[src/rtl/cv32e40p_alu_arbiter_pkg.sv]
// Shared types for the ALU arbiter: the ALU operator encoding of the cv32e40p core
// and the arbiter FSM state.
package cv32e40p_alu_arbiter_pkg;

   localparam int ALU_OP_WIDTH = 7;

   // Encodings match the core's ALU decoder so operators pass through untouched
   typedef enum logic [ALU_OP_WIDTH-1:0] {
      ALU_SLTU = 7'b0000011,
      ALU_AND  = 7'b0010101,
      ALU_ADD  = 7'b0011000,
      ALU_SUB  = 7'b0011001,
      ALU_OR   = 7'b0101110,
      ALU_XOR  = 7'b0101111,
      ALU_DIVU = 7'b0110100,
      ALU_DIV  = 7'b0110101,
      ALU_REMU = 7'b0110110,
      ALU_REM  = 7'b0110111
   } alu_opcode_e;

   typedef enum logic [1:0] {
      ARB_IDLE = 2'd0,
      ARB_BUSY = 2'd1,
      ARB_RESP = 2'd2
   } alu_arb_state_e;

endpackage

[src/rtl/cv32e40p_alu_arbiter_if.sv]
// Request/response bundle between the requesters and the ALU arbiter.
// Per-requester fields are packed side by side, requester 0 in the low slice.
interface cv32e40p_alu_arbiter_if
   import cv32e40p_alu_arbiter_pkg::*;
#(
   parameter int NUM_REQ = 2,
   parameter int ID_W    = $clog2(NUM_REQ)
);

   logic [NUM_REQ-1:0]              req_valid_i;
   logic [NUM_REQ-1:0]              req_ready_o;
   logic [NUM_REQ*ALU_OP_WIDTH-1:0] req_op_i;
   logic [NUM_REQ*32-1:0]           req_a_i;
   logic [NUM_REQ*32-1:0]           req_b_i;
   logic [NUM_REQ*32-1:0]           req_c_i;

   logic                            rsp_valid_o;
   logic                            rsp_ready_i;
   logic [ID_W-1:0]                 rsp_id_o;
   logic [31:0]                     rsp_result_o;
   logic                            rsp_cmp_o;
   logic                            rsp_timeout_o;

   modport master (
      output req_valid_i, req_op_i, req_a_i, req_b_i, req_c_i, rsp_ready_i,
      input  req_ready_o, rsp_valid_o, rsp_id_o, rsp_result_o, rsp_cmp_o, rsp_timeout_o
   );

   modport slave (
      input  req_valid_i, req_op_i, req_a_i, req_b_i, req_c_i, rsp_ready_i,
      output req_ready_o, rsp_valid_o, rsp_id_o, rsp_result_o, rsp_cmp_o, rsp_timeout_o
   );

endinterface

[src/rtl/cv32e40p_alu_arbiter_rr_picker.sv]
// Combinational round-robin picker: first valid requester after ptr (wrapping),
// returned both one-hot and as an index.
module cv32e40p_alu_arbiter_rr_picker #(
   parameter int NUM_REQ = 2,
   parameter int ID_W    = 1
) (
   input  logic [NUM_REQ-1:0] valid,
   input  logic [ID_W-1:0]    ptr,
   output logic [NUM_REQ-1:0] grant,
   output logic [ID_W-1:0]    idx,
   output logic               gnt_any
);

   logic [ID_W-1:0] cand_s;
   logic            hit_s;

   // Scan ptr+1 .. ptr+NUM_REQ and keep only the first hit
   always_comb begin
      grant   = {NUM_REQ{1'b0}};
      idx     = {ID_W{1'b0}};
      gnt_any = 1'b0;
      cand_s  = {ID_W{1'b0}};
      hit_s   = 1'b0;
      for (int i = 1; i <= NUM_REQ; i++) begin
         cand_s        = ID_W'((int'(ptr) + i) % NUM_REQ);
         hit_s         = ~gnt_any & valid[cand_s];
         grant[cand_s] = grant[cand_s] | hit_s;
         idx           = hit_s ? cand_s : idx;
         gnt_any       = gnt_any | hit_s;
      end
   end

endmodule

[src/rtl/cv32e40p_alu_arbiter.sv]
// Shares one cv32e40p ALU between NUM_REQ requesters: round-robin grant, one op in
// flight, operands held until the ALU is ready, watchdog abort, registered response.
module cv32e40p_alu_arbiter
   import cv32e40p_alu_arbiter_pkg::*;
#(
   parameter int NUM_REQ     = 2,
   parameter int TIMEOUT_CYC = 64
) (
   input  logic                    clk,
   input  logic                    rst,
   cv32e40p_alu_arbiter_if.slave   bus,
   output logic                    alu_enable_o,
   output logic [ALU_OP_WIDTH-1:0] alu_operator_o,
   output logic [31:0]             alu_op_a_o,
   output logic [31:0]             alu_op_b_o,
   output logic [31:0]             alu_op_c_o,
   output logic                    alu_ex_ready_o,
   input  logic [31:0]             alu_result_i,
   input  logic                    alu_cmp_i,
   input  logic                    alu_ready_i
);

   localparam int ID_W  = $clog2(NUM_REQ);
   localparam int CNT_W = $clog2(TIMEOUT_CYC);
   localparam logic [CNT_W-1:0] CNT_LAST = CNT_W'(TIMEOUT_CYC - 1);

   alu_arb_state_e          state_r;
   alu_arb_state_e          state_nxt_s;
   logic [ID_W-1:0]         ptr_r;
   logic [ID_W-1:0]         id_r;
   logic [CNT_W-1:0]        cnt_r;
   logic [ALU_OP_WIDTH-1:0] op_r;
   logic [31:0]             a_r;
   logic [31:0]             b_r;
   logic [31:0]             c_r;
   logic [31:0]             result_r;
   logic                    cmp_r;
   logic                    timeout_r;

   logic [NUM_REQ-1:0]      gnt_onehot_s;
   logic [ID_W-1:0]         gnt_idx_s;
   logic                    gnt_any_s;
   logic                    accept_s;
   logic                    done_s;
   logic                    expire_s;

   logic [ALU_OP_WIDTH-1:0] op_arr_s [NUM_REQ];
   logic [31:0]             a_arr_s  [NUM_REQ];
   logic [31:0]             b_arr_s  [NUM_REQ];
   logic [31:0]             c_arr_s  [NUM_REQ];

   for (genvar g = 0; g < NUM_REQ; g++) begin : g_unpack
      assign op_arr_s[g] = bus.req_op_i[g*ALU_OP_WIDTH +: ALU_OP_WIDTH];
      assign a_arr_s[g]  = bus.req_a_i[g*32 +: 32];
      assign b_arr_s[g]  = bus.req_b_i[g*32 +: 32];
      assign c_arr_s[g]  = bus.req_c_i[g*32 +: 32];
   end

   cv32e40p_alu_arbiter_rr_picker #(
      .NUM_REQ (NUM_REQ),
      .ID_W    (ID_W)
   ) u_picker (
      .valid   (bus.req_valid_i),
      .ptr     (ptr_r),
      .grant   (gnt_onehot_s),
      .idx     (gnt_idx_s),
      .gnt_any (gnt_any_s)
   );

   // Next-state and per-cycle event decode
   always_comb begin
      state_nxt_s = state_r;
      accept_s    = 1'b0;
      done_s      = 1'b0;
      expire_s    = 1'b0;
      case (state_r)
         ARB_IDLE: begin
            if (gnt_any_s) begin
               accept_s    = 1'b1;
               state_nxt_s = ARB_BUSY;
            end else begin
               state_nxt_s = ARB_IDLE;
            end
         end
         ARB_BUSY: begin
            if (alu_ready_i) begin
               done_s      = 1'b1;
               state_nxt_s = ARB_RESP;
            end else if (cnt_r == CNT_LAST) begin
               expire_s    = 1'b1;
               state_nxt_s = ARB_RESP;
            end else begin
               state_nxt_s = ARB_BUSY;
            end
         end
         ARB_RESP: begin
            if (bus.rsp_ready_i) begin
               state_nxt_s = ARB_IDLE;
            end else begin
               state_nxt_s = ARB_RESP;
            end
         end
         default: begin
            state_nxt_s = ARB_IDLE;
         end
      endcase
   end

   // State register
   always_ff @(posedge clk) begin
      if (rst) begin
         state_r <= ARB_IDLE;
      end else begin
         state_r <= state_nxt_s;
      end
   end

   // Operation latch, rr pointer, watchdog and response capture
   always_ff @(posedge clk) begin
      if (rst) begin
         ptr_r     <= ID_W'(NUM_REQ - 1);
         id_r      <= {ID_W{1'b0}};
         cnt_r     <= {CNT_W{1'b0}};
         op_r      <= {ALU_OP_WIDTH{1'b0}};
         a_r       <= 32'd0;
         b_r       <= 32'd0;
         c_r       <= 32'd0;
         result_r  <= 32'd0;
         cmp_r     <= 1'b0;
         timeout_r <= 1'b0;
      end else begin
         if (accept_s) begin
            ptr_r <= gnt_idx_s;
            id_r  <= gnt_idx_s;
            cnt_r <= {CNT_W{1'b0}};
            op_r  <= op_arr_s[gnt_idx_s];
            a_r   <= a_arr_s[gnt_idx_s];
            b_r   <= b_arr_s[gnt_idx_s];
            c_r   <= c_arr_s[gnt_idx_s];
         end else if ((state_r == ARB_BUSY) && !done_s && !expire_s) begin
            cnt_r <= cnt_r + CNT_W'(1);
         end
         // An aborted op reports zeros so a stale ALU output can never leak out
         if (done_s) begin
            result_r  <= alu_result_i;
            cmp_r     <= alu_cmp_i;
            timeout_r <= 1'b0;
         end else if (expire_s) begin
            result_r  <= 32'd0;
            cmp_r     <= 1'b0;
            timeout_r <= 1'b1;
         end
      end
   end

   assign bus.req_ready_o   = accept_s ? gnt_onehot_s : {NUM_REQ{1'b0}};

   assign alu_enable_o      = (state_r == ARB_BUSY);
   assign alu_ex_ready_o    = (state_r == ARB_BUSY);
   assign alu_operator_o    = op_r;
   assign alu_op_a_o        = a_r;
   assign alu_op_b_o        = b_r;
   assign alu_op_c_o        = c_r;

   assign bus.rsp_valid_o   = (state_r == ARB_RESP);
   assign bus.rsp_id_o      = id_r;
   assign bus.rsp_result_o  = result_r;
   assign bus.rsp_cmp_o     = cmp_r;
   assign bus.rsp_timeout_o = timeout_r;

endmodule

[src/flat_wrapper.sv]
// flat-port wrapper written by rule: the top's interface ports become plain ports
module cv32e40p_alu_arbiter_flat import cv32e40p_alu_arbiter_pkg::*;
#(
   parameter int NUM_REQ     = 2,
   parameter int TIMEOUT_CYC = 64
)
  (clk, rst, alu_enable_o, alu_operator_o, alu_op_a_o, alu_op_b_o, alu_op_c_o, alu_ex_ready_o, alu_result_i, alu_cmp_i, alu_ready_i, bus_req_valid_i, bus_req_op_i, bus_req_a_i, bus_req_b_i, bus_req_c_i, bus_rsp_ready_i, bus_req_ready_o, bus_rsp_valid_o, bus_rsp_id_o, bus_rsp_result_o, bus_rsp_cmp_o, bus_rsp_timeout_o);
  cv32e40p_alu_arbiter_if #(.NUM_REQ(NUM_REQ)) bus_i ();
  input  logic clk;
  input  logic rst;
  output logic alu_enable_o;
  output logic [ALU_OP_WIDTH-1:0] alu_operator_o;
  output logic [31:0] alu_op_a_o;
  output logic [31:0] alu_op_b_o;
  output logic [31:0] alu_op_c_o;
  output logic alu_ex_ready_o;
  input  logic [31:0] alu_result_i;
  input  logic alu_cmp_i;
  input  logic alu_ready_i;
  input wire logic [$bits(bus_i.req_valid_i)-1:0] bus_req_valid_i;
  input wire logic [$bits(bus_i.req_op_i)-1:0] bus_req_op_i;
  input wire logic [$bits(bus_i.req_a_i)-1:0] bus_req_a_i;
  input wire logic [$bits(bus_i.req_b_i)-1:0] bus_req_b_i;
  input wire logic [$bits(bus_i.req_c_i)-1:0] bus_req_c_i;
  input wire logic [$bits(bus_i.rsp_ready_i)-1:0] bus_rsp_ready_i;
  output wire logic [$bits(bus_i.req_ready_o)-1:0] bus_req_ready_o;
  output wire logic [$bits(bus_i.rsp_valid_o)-1:0] bus_rsp_valid_o;
  output wire logic [$bits(bus_i.rsp_id_o)-1:0] bus_rsp_id_o;
  output wire logic [$bits(bus_i.rsp_result_o)-1:0] bus_rsp_result_o;
  output wire logic [$bits(bus_i.rsp_cmp_o)-1:0] bus_rsp_cmp_o;
  output wire logic [$bits(bus_i.rsp_timeout_o)-1:0] bus_rsp_timeout_o;
  assign bus_i.req_valid_i = bus_req_valid_i;
  assign bus_i.req_op_i = bus_req_op_i;
  assign bus_i.req_a_i = bus_req_a_i;
  assign bus_i.req_b_i = bus_req_b_i;
  assign bus_i.req_c_i = bus_req_c_i;
  assign bus_i.rsp_ready_i = bus_rsp_ready_i;
  assign bus_req_ready_o = bus_i.req_ready_o;
  assign bus_rsp_valid_o = bus_i.rsp_valid_o;
  assign bus_rsp_id_o = bus_i.rsp_id_o;
  assign bus_rsp_result_o = bus_i.rsp_result_o;
  assign bus_rsp_cmp_o = bus_i.rsp_cmp_o;
  assign bus_rsp_timeout_o = bus_i.rsp_timeout_o;
  cv32e40p_alu_arbiter #(.NUM_REQ(NUM_REQ), .TIMEOUT_CYC(TIMEOUT_CYC)) u_core (.clk(clk), .rst(rst), .bus(bus_i), .alu_enable_o(alu_enable_o), .alu_operator_o(alu_operator_o), .alu_op_a_o(alu_op_a_o), .alu_op_b_o(alu_op_b_o), .alu_op_c_o(alu_op_c_o), .alu_ex_ready_o(alu_ex_ready_o), .alu_result_i(alu_result_i), .alu_cmp_i(alu_cmp_i), .alu_ready_i(alu_ready_i));
endmodule
[config.mk]
export PLATFORM = sky130hd
export DESIGN_NAME = cv32e40p_alu_arbiter_flat
export DESIGN_NICKNAME = d
export VERILOG_FILES = /design/src/rtl/cv32e40p_alu_arbiter_pkg.sv /design/src/rtl/cv32e40p_alu_arbiter_if.sv /design/src/rtl/cv32e40p_alu_arbiter_rr_picker.sv /design/src/rtl/cv32e40p_alu_arbiter.sv /design/src/flat_wrapper.sv
export SDC_FILE = /design/constraint.sdc
export NUM_CORES = 1
export LEC_CHECK = 0
export BUFFER_PORTS_ARGS = -buffer_cell sky130_fd_sc_hd__clkbuf_2
export CORE_AREA = 2 2 149 151
export CTS_CLUSTER_DIAMETER = 80
export DETAILED_ROUTE_END_ITERATION = 12
export DIE_AREA = 0 0 151 153
export PLACE_DENSITY_LB_ADDON = 0.12
export SLEW_MARGIN = 20
export SYNTH_ARGS = -nofsm -noshare
export SYNTH_HDL_FRONTEND = slang
export SYNTH_SLANG_ARGS = --single-unit
[constraint.sdc]
create_clock -name clk -period 4.5 [get_ports clk]
set_input_delay 0.225 -clock clk [delete_from_list [all_inputs] [get_ports clk]]
set_output_delay 0.225 -clock clk [all_outputs]
set_load 0.02 [all_outputs]
After elaboration in Yosys (flattened, before gate mapping)
Cells that the tools add are included.
- add/sub/neg operators: 3
- magnitude comparators: 5
- equality and inequality tests: 3
- multiplexer cells: 43
- bitwise operators: 7
- reductions and logical operators: 10
- operator list (operator ; count):
    2-to-1 mux 32 bit ; 11
    2-to-1 mux 1 bit ; 21
    2-to-1 mux 7 bit ; 3
    2-to-1 mux 2 bit ; 4
    adder 6 x 1 -> 6 bit, second input constant ; 1
    == test 6 bit, second input constant ; 1
    case mux 2 bit (3 select lines) ; 1
    logical AND 1 bit ; 4
    < comparator 1 x 2 -> 1 bit, second input constant ; 2
    OR reduction 2 bit ; 2
    OR 1 bit ; 3
    adder 1 bit, second input constant ; 2
    AND 2 bit ; 1
    bitwise mux 2 bit ; 1
    demux 1 bit (select 1 bit) ; 2
    == test 2 x 1 -> 1 bit, second input constant ; 1
    == test 2 bit, second input constant ; 1
    >= comparator 1 bit, second input constant ; 2
    >= comparator 2 bit, second input constant ; 1
    logical NOT 1 bit ; 2
    logical NOT 2 bit ; 1
    inverter 1 -> 2 bit ; 1
    nonzero test 2 bit ; 1
    AND 1 bit ; 1
    inverter 1 bit ; 1
- register bits after elaboration: 147
- output and inout port bits: 143
- logic and storage cells: 82

Depth between registers and ports, before layout
- word-level depth: 11
- mapped depth: 7

Hierarchy
From an unflattened synthesis, not the netlist that was laid out.
- cell total of the unflattened synthesis: 636
- area, all modules: 6127.1 sq um
- by module, submodules not included (module ; times used ; cells an instance ; area an instance (sq um) ; seq. area each (sq um)):
    cv32e40p_alu_arbiter ; 1 ; 631 ; 6094.6 ; 2942.8
    cv32e40p_alu_arbiter_rr_picker ; 1 ; 5 ; 32.5 ; 0.0

Worst setup path before layout
Ideal clock, no wire load.
- kind: register to register
- start: register u_core.state_r[0]
- end: register u_core.cnt_r[5]
- library setup time: 0.103 ns
- arrival: 1.427 ns
- data required time: 4.397 ns
- path slack: 2.969 ns
- cell stages (with the launch flop): 5
- clock period less this slack: 1.531 ns
- path through: dfxtp_1 > buf_2 > nor2b_1 > a41oi_1 > a2111oi_2
- cells in the longest elaborated chain, start to end: 5
- elaborated cells between the ends (all ways): 10
- those cells by class: 1 x eq/ne; 3 x mux; 6 x reduce/logical
- ends and longest elaborated chain (what ; line ; source):
    start: declaration ; cv32e40p_alu_arbiter.sv:27 ; alu_arb_state_e state_r;
    start signal: assignment ; cv32e40p_alu_arbiter.sv:114 ; state_r <= state_nxt_s;
    == test 2 x 1 -> 1 bit (*) ; -- ;
    via alu_enable_o ; flat_wrapper.sv:11 ; output logic alu_enable_o;
    2-to-1 mux 1 bit ; cv32e40p_alu_arbiter.sv:76 ; case (state_r)
    logical NOT 1 bit ; cv32e40p_alu_arbiter.sv:140 ; end else if ((state_r == ARB_BUSY) && !done_s && !expire_s) begin
    logical AND 1 bit ; cv32e40p_alu_arbiter.sv:140 ;
    logical AND 1 bit (*) ; cv32e40p_alu_arbiter.sv:140 ;
    end signal: assignment ; cv32e40p_alu_arbiter.sv:123 ; cnt_r <= {CNT_W{1'b0}};
    end signal: assignment ; cv32e40p_alu_arbiter.sv:135 ; cnt_r <= {CNT_W{1'b0}};
    end signal: assignment ; cv32e40p_alu_arbiter.sv:141 ; cnt_r <= cnt_r + CNT_W'(1);
    end: declaration ; cv32e40p_alu_arbiter.sv:31 ; logic [CNT_W-1:0] cnt_r;
Mark *: on every way through the listed nets, which the timed path passes. The rest lies on a longest branch.
A chain may end at the register's enable or synchronous reset.

Worst setup path after layout
- start: register u_core.state_r[0]
- end: output bus_req_ready_o[0]
- cells in the longest elaborated chain, start to end: 3
- ends and longest elaborated chain (what ; line ; source):
    logical NOT 2 bit ; cv32e40p_alu_arbiter.sv:76 ;
    2-to-1 mux 1 bit ; cv32e40p_alu_arbiter.sv:76 ;
    2-to-1 mux 2 bit ; cv32e40p_alu_arbiter.sv:156 ; assign bus.req_ready_o = accept_s ? gnt_onehot_s : {NUM_REQ{1'b0}};
    end: declaration ; flat_wrapper.sv:26 ; output wire logic [$bits(bus_i.req_ready_o)-1:0] bus_req_ready_o;
No other way between the ends.

==> summary.md <==
| Metric | Value |
|---|---|
| CTS Hold Bufs | `0` |
| Status | `finished clean` |
| #FFs+latches synth | `147` |
| Post-Syn Area | `0.006748 mm2` |
| Syn avg cell area | `9.765 um2` |
| CTS root buf | `clkbuf_16` |
| DR WL/cell | `16.92 um` |
| Endpoint, Worst Hold | `u_core.bus.rsp_result_o[12]$_SDFFE_PP0P_` |
| Ant diodes | `0` |
| Largest net degree at the start of global routing | `62` |
| DR DRC count | `0` |
| CP Max Fanout | `55` |
| Hold Path Depth | `3` |
| YS warnings | `0` |
| Distinct cells, synth | `41` |
| Total GRT Usage | `0.1904` |
| Total grt overflow | `0` |
| Initial antenna violation count | `0` |
| Top post-synthesis cells by count | `dfxtp_1, a21oi_1, mux2i_1, a211oi_1, o211ai_1` |
| Postcts setup bufs | `0` |
| Post-CTS Resized | `0` |
| Final cell count without fillers | `1323` |
| CTS tree | `done` |
| Floorplan row count | `54` |
| Routed Antenna Nets | `0` |
| Worst R2R Start | `u_core.state_r[0]$_SDFF_PP0_` |
| Die H | `153 um` |
| Max-cap violations | `0` |
| Maximum clock rate | `442.4 MHz` |
| Least-Margin Pin Slew | `0.7570 ns` |
| H-Tree Depth | `4` |
| Startpoint Class | `flop` |
| Fin. Hold Viols | `0` |
| Clock transition at the registers of the reported paths | `0.06 ns` |
| GPL Wtd Cong | `0.7471` |
| CP required | `4.28 ns` |
| Critical Setup Path Class | `flop to output port` |
| Worst R2R Setup Slack | `2.65 ns` |
| Slew Limit Fails | `0` |
| Mapped Cells | `691` |
| Die ar. | `0.02310 mm2` |
| Chip width | `151 um` |
| Clock sinks | `147` |
| Final period utilization | `0.5023` |
| Setup TNS | `0 ns` |
| Seq/Total Area, Yosys | `0.4361` |
| RSZ-0062 raised after global routing | `no` |
| Leak | `4.195 nW` |
| HPWL after DPL | `16010 um` |
| R2R depth | `4` |
| Setup Viol. Count Final | `0` |
| Post-synth EDFFs | `0` |
| DR vias | `6515` |
| Clock Latency Late Sink | `0.41 ns` |
| Core area | `0.02149 mm2` |
| Initial cell density of the core | `0.3141` |
| Final WL | `22380 um` |
| Count leader, synth | `dfxtp_1` |
| I/O Buffers | `387` |
| CTS Buffer Depth | `2` |
| Max VDD drop | `0.2194 mV` |
| HP Class | `primary input to flop` |
| Critical path endpoint category | `output port` |
| Pre-antenna DRT Iters | `4` |
| Share of layout cells above drive strength 1 | `0.4324` |
| Main flop type after synthesis | `dfxtp_1` |
| Post-synth top area cell | `dfxtp_1` |
| P per Cell Area | `417.4 mW/mm2` |
| Post-synth top area share | `0.4361` |
| Final Net Count | `1277` |
| Placed cells | `1292` |
| Slew headroom | `0.4947` |
| Vias in the first global route | `6448` |
| Crit Reg-Reg Endpoint | `u_core.alu_op_b_o[1]$_SDFFE_PP0P_` |
| Hold_sp | `alu_result_i[12]` |
| Drt first-iter violations | `273` |
| Worst Skew | `0.01100 ns` |
| Async set or reset register ratio after synthesis | `0` |
| TritonCTS buffer count | `17` |
| Net Count, Synth | `937` |
| First-pass GRT wire length | `34790 um` |
| Io pins | `388` |
| Synthesis-to-finish area growth | `37.57%` |
| Top post-synthesis cells by area | `dfxtp_1, mux2i_1, a21oi_1` |
| Vias per std cell | `4.924` |
| Post-layout min period | `2.260 ns` |
| CP arrival | `2.04 ns` |
final cells by class:
cell class | count | area (um2)
Clock buffer | 19 | 442.9
Sequential cell | 147 | 2943
Clock inverter | 12 | 155.1
Timing Repair Buffer | 400 | 2037
Fill cell | 2186 | 12200
Multi-Input combinational cell | 462 | 3343
Inverter | 3 | 11.26
Tap cell | 280 | 350.3
worst max-delay path, stage by stage (launching register included):
cell,delay (ns)
dfxtp_1,0.41
nor2_4,0.19
buf_4,0.52
nand2_1,0.16
nor2_1,0.12
clkbuf_2,0.19
layout by cell type (no fill, tap or decap), types with 13 or more instances in the layout:
cell / synthesis / routed
buf_4: 12 / 14
dfxtp_1: 147 / 147
mux2i_1: 106 / 106
clkbuf_16: 0 / 17
clkbuf_2: 0 / 386
nand2_1: 36 / 36
a211oi_1: 91 / 91
a211oi_2: 13 / 13
o211ai_1: 37 / 37
a21oi_1: 140 / 140
cells by family (layout without fill, tap and decap cells):
| group | Yosys count | count (layout) | share of synthesized area |
|---|---|---|---|
| DFF | 147 | 147 | 0.4361 |
| muxes | 106 | 106 | 0.1572 |
| AOI/OAI and AO/OA | 295 | 295 | 0.2887 |
| adders and majority gates | 1 | 1 | 0.001854 |
| and+or+nand+nor | 60 | 60 | 0.04543 |
| buffers and inverters | 82 | 434 | 0.07065 |
per-stage QoR:
stage	util	worst slack, ns	hold WS (ns)	cell area, um2	total power [mW]
final	0.4320	2.240	0.02837	9283	3.874
after global routing	0.4320	2.079	0.01555	9283	4.071
after detailed placement	0.4042	2.484	0.4564	8685	2.462
after CTS	0.4320	2.223	0.006889	9283	3.931
after global placement	0.4042	2.527	0.4556	8685	2.456
after floorplan	-	2.970	0.3610	6748	2.130
per-layer routing:
layer	up-vias	GRT usage	wire, um
met5	-	0	0
met4	0	0.05830	395
met3	27	0.05403	1641
met2	231	0.3314	11090
met1	2960	0.2257	9252
li1	3297	-	-
state kept, by name (all words and copies together) (netlist names), 2 cells and up:
register / flops
u_core.bus.rsp_result_o: 32
u_core.alu_op_c_o: 32
u_core.alu_operator_o: 7
u_core.state_r: 2
u_core.cnt_r: 6
u_core.alu_op_a_o: 32
u_core.alu_op_b_o: 32
report_power, final:
part | internal (mW) | switching, mW | total (mW) | leakage (nW)
registers | 1.44 | 0.0752 | 1.51 | 1.21
logic | 0.347 | 0.562 | 0.908 | 2.69
clock network | 0.886 | 0.567 | 1.45 | 0.290
total | 2.67 | 1.20 | 3.87 | 4.20
how the worst max path moves through the flow:
stage	from	endpoint	depth (start not counted)
after floorplan	u_core.state_r[0]$_SDFF_PP0_	u_core.cnt_r[5]$_SDFFE_PP0P_	4
after global placement	bus_req_valid_i[0]	u_core.alu_op_c_o[11]$_SDFFE_PP0P_	5
after detailed placement	bus_req_valid_i[0]	u_core.alu_op_b_o[14]$_SDFFE_PP0P_	5
after CTS	u_core.state_r[0]$_SDFF_PP0_	bus_req_ready_o[0]	5
after global routing	u_core.state_r[0]$_SDFF_PP0_	bus_req_ready_o[0]	5
final	u_core.state_r[0]$_SDFF_PP0_	bus_req_ready_o[0]	5
Power figures use the tool's default switching activity.
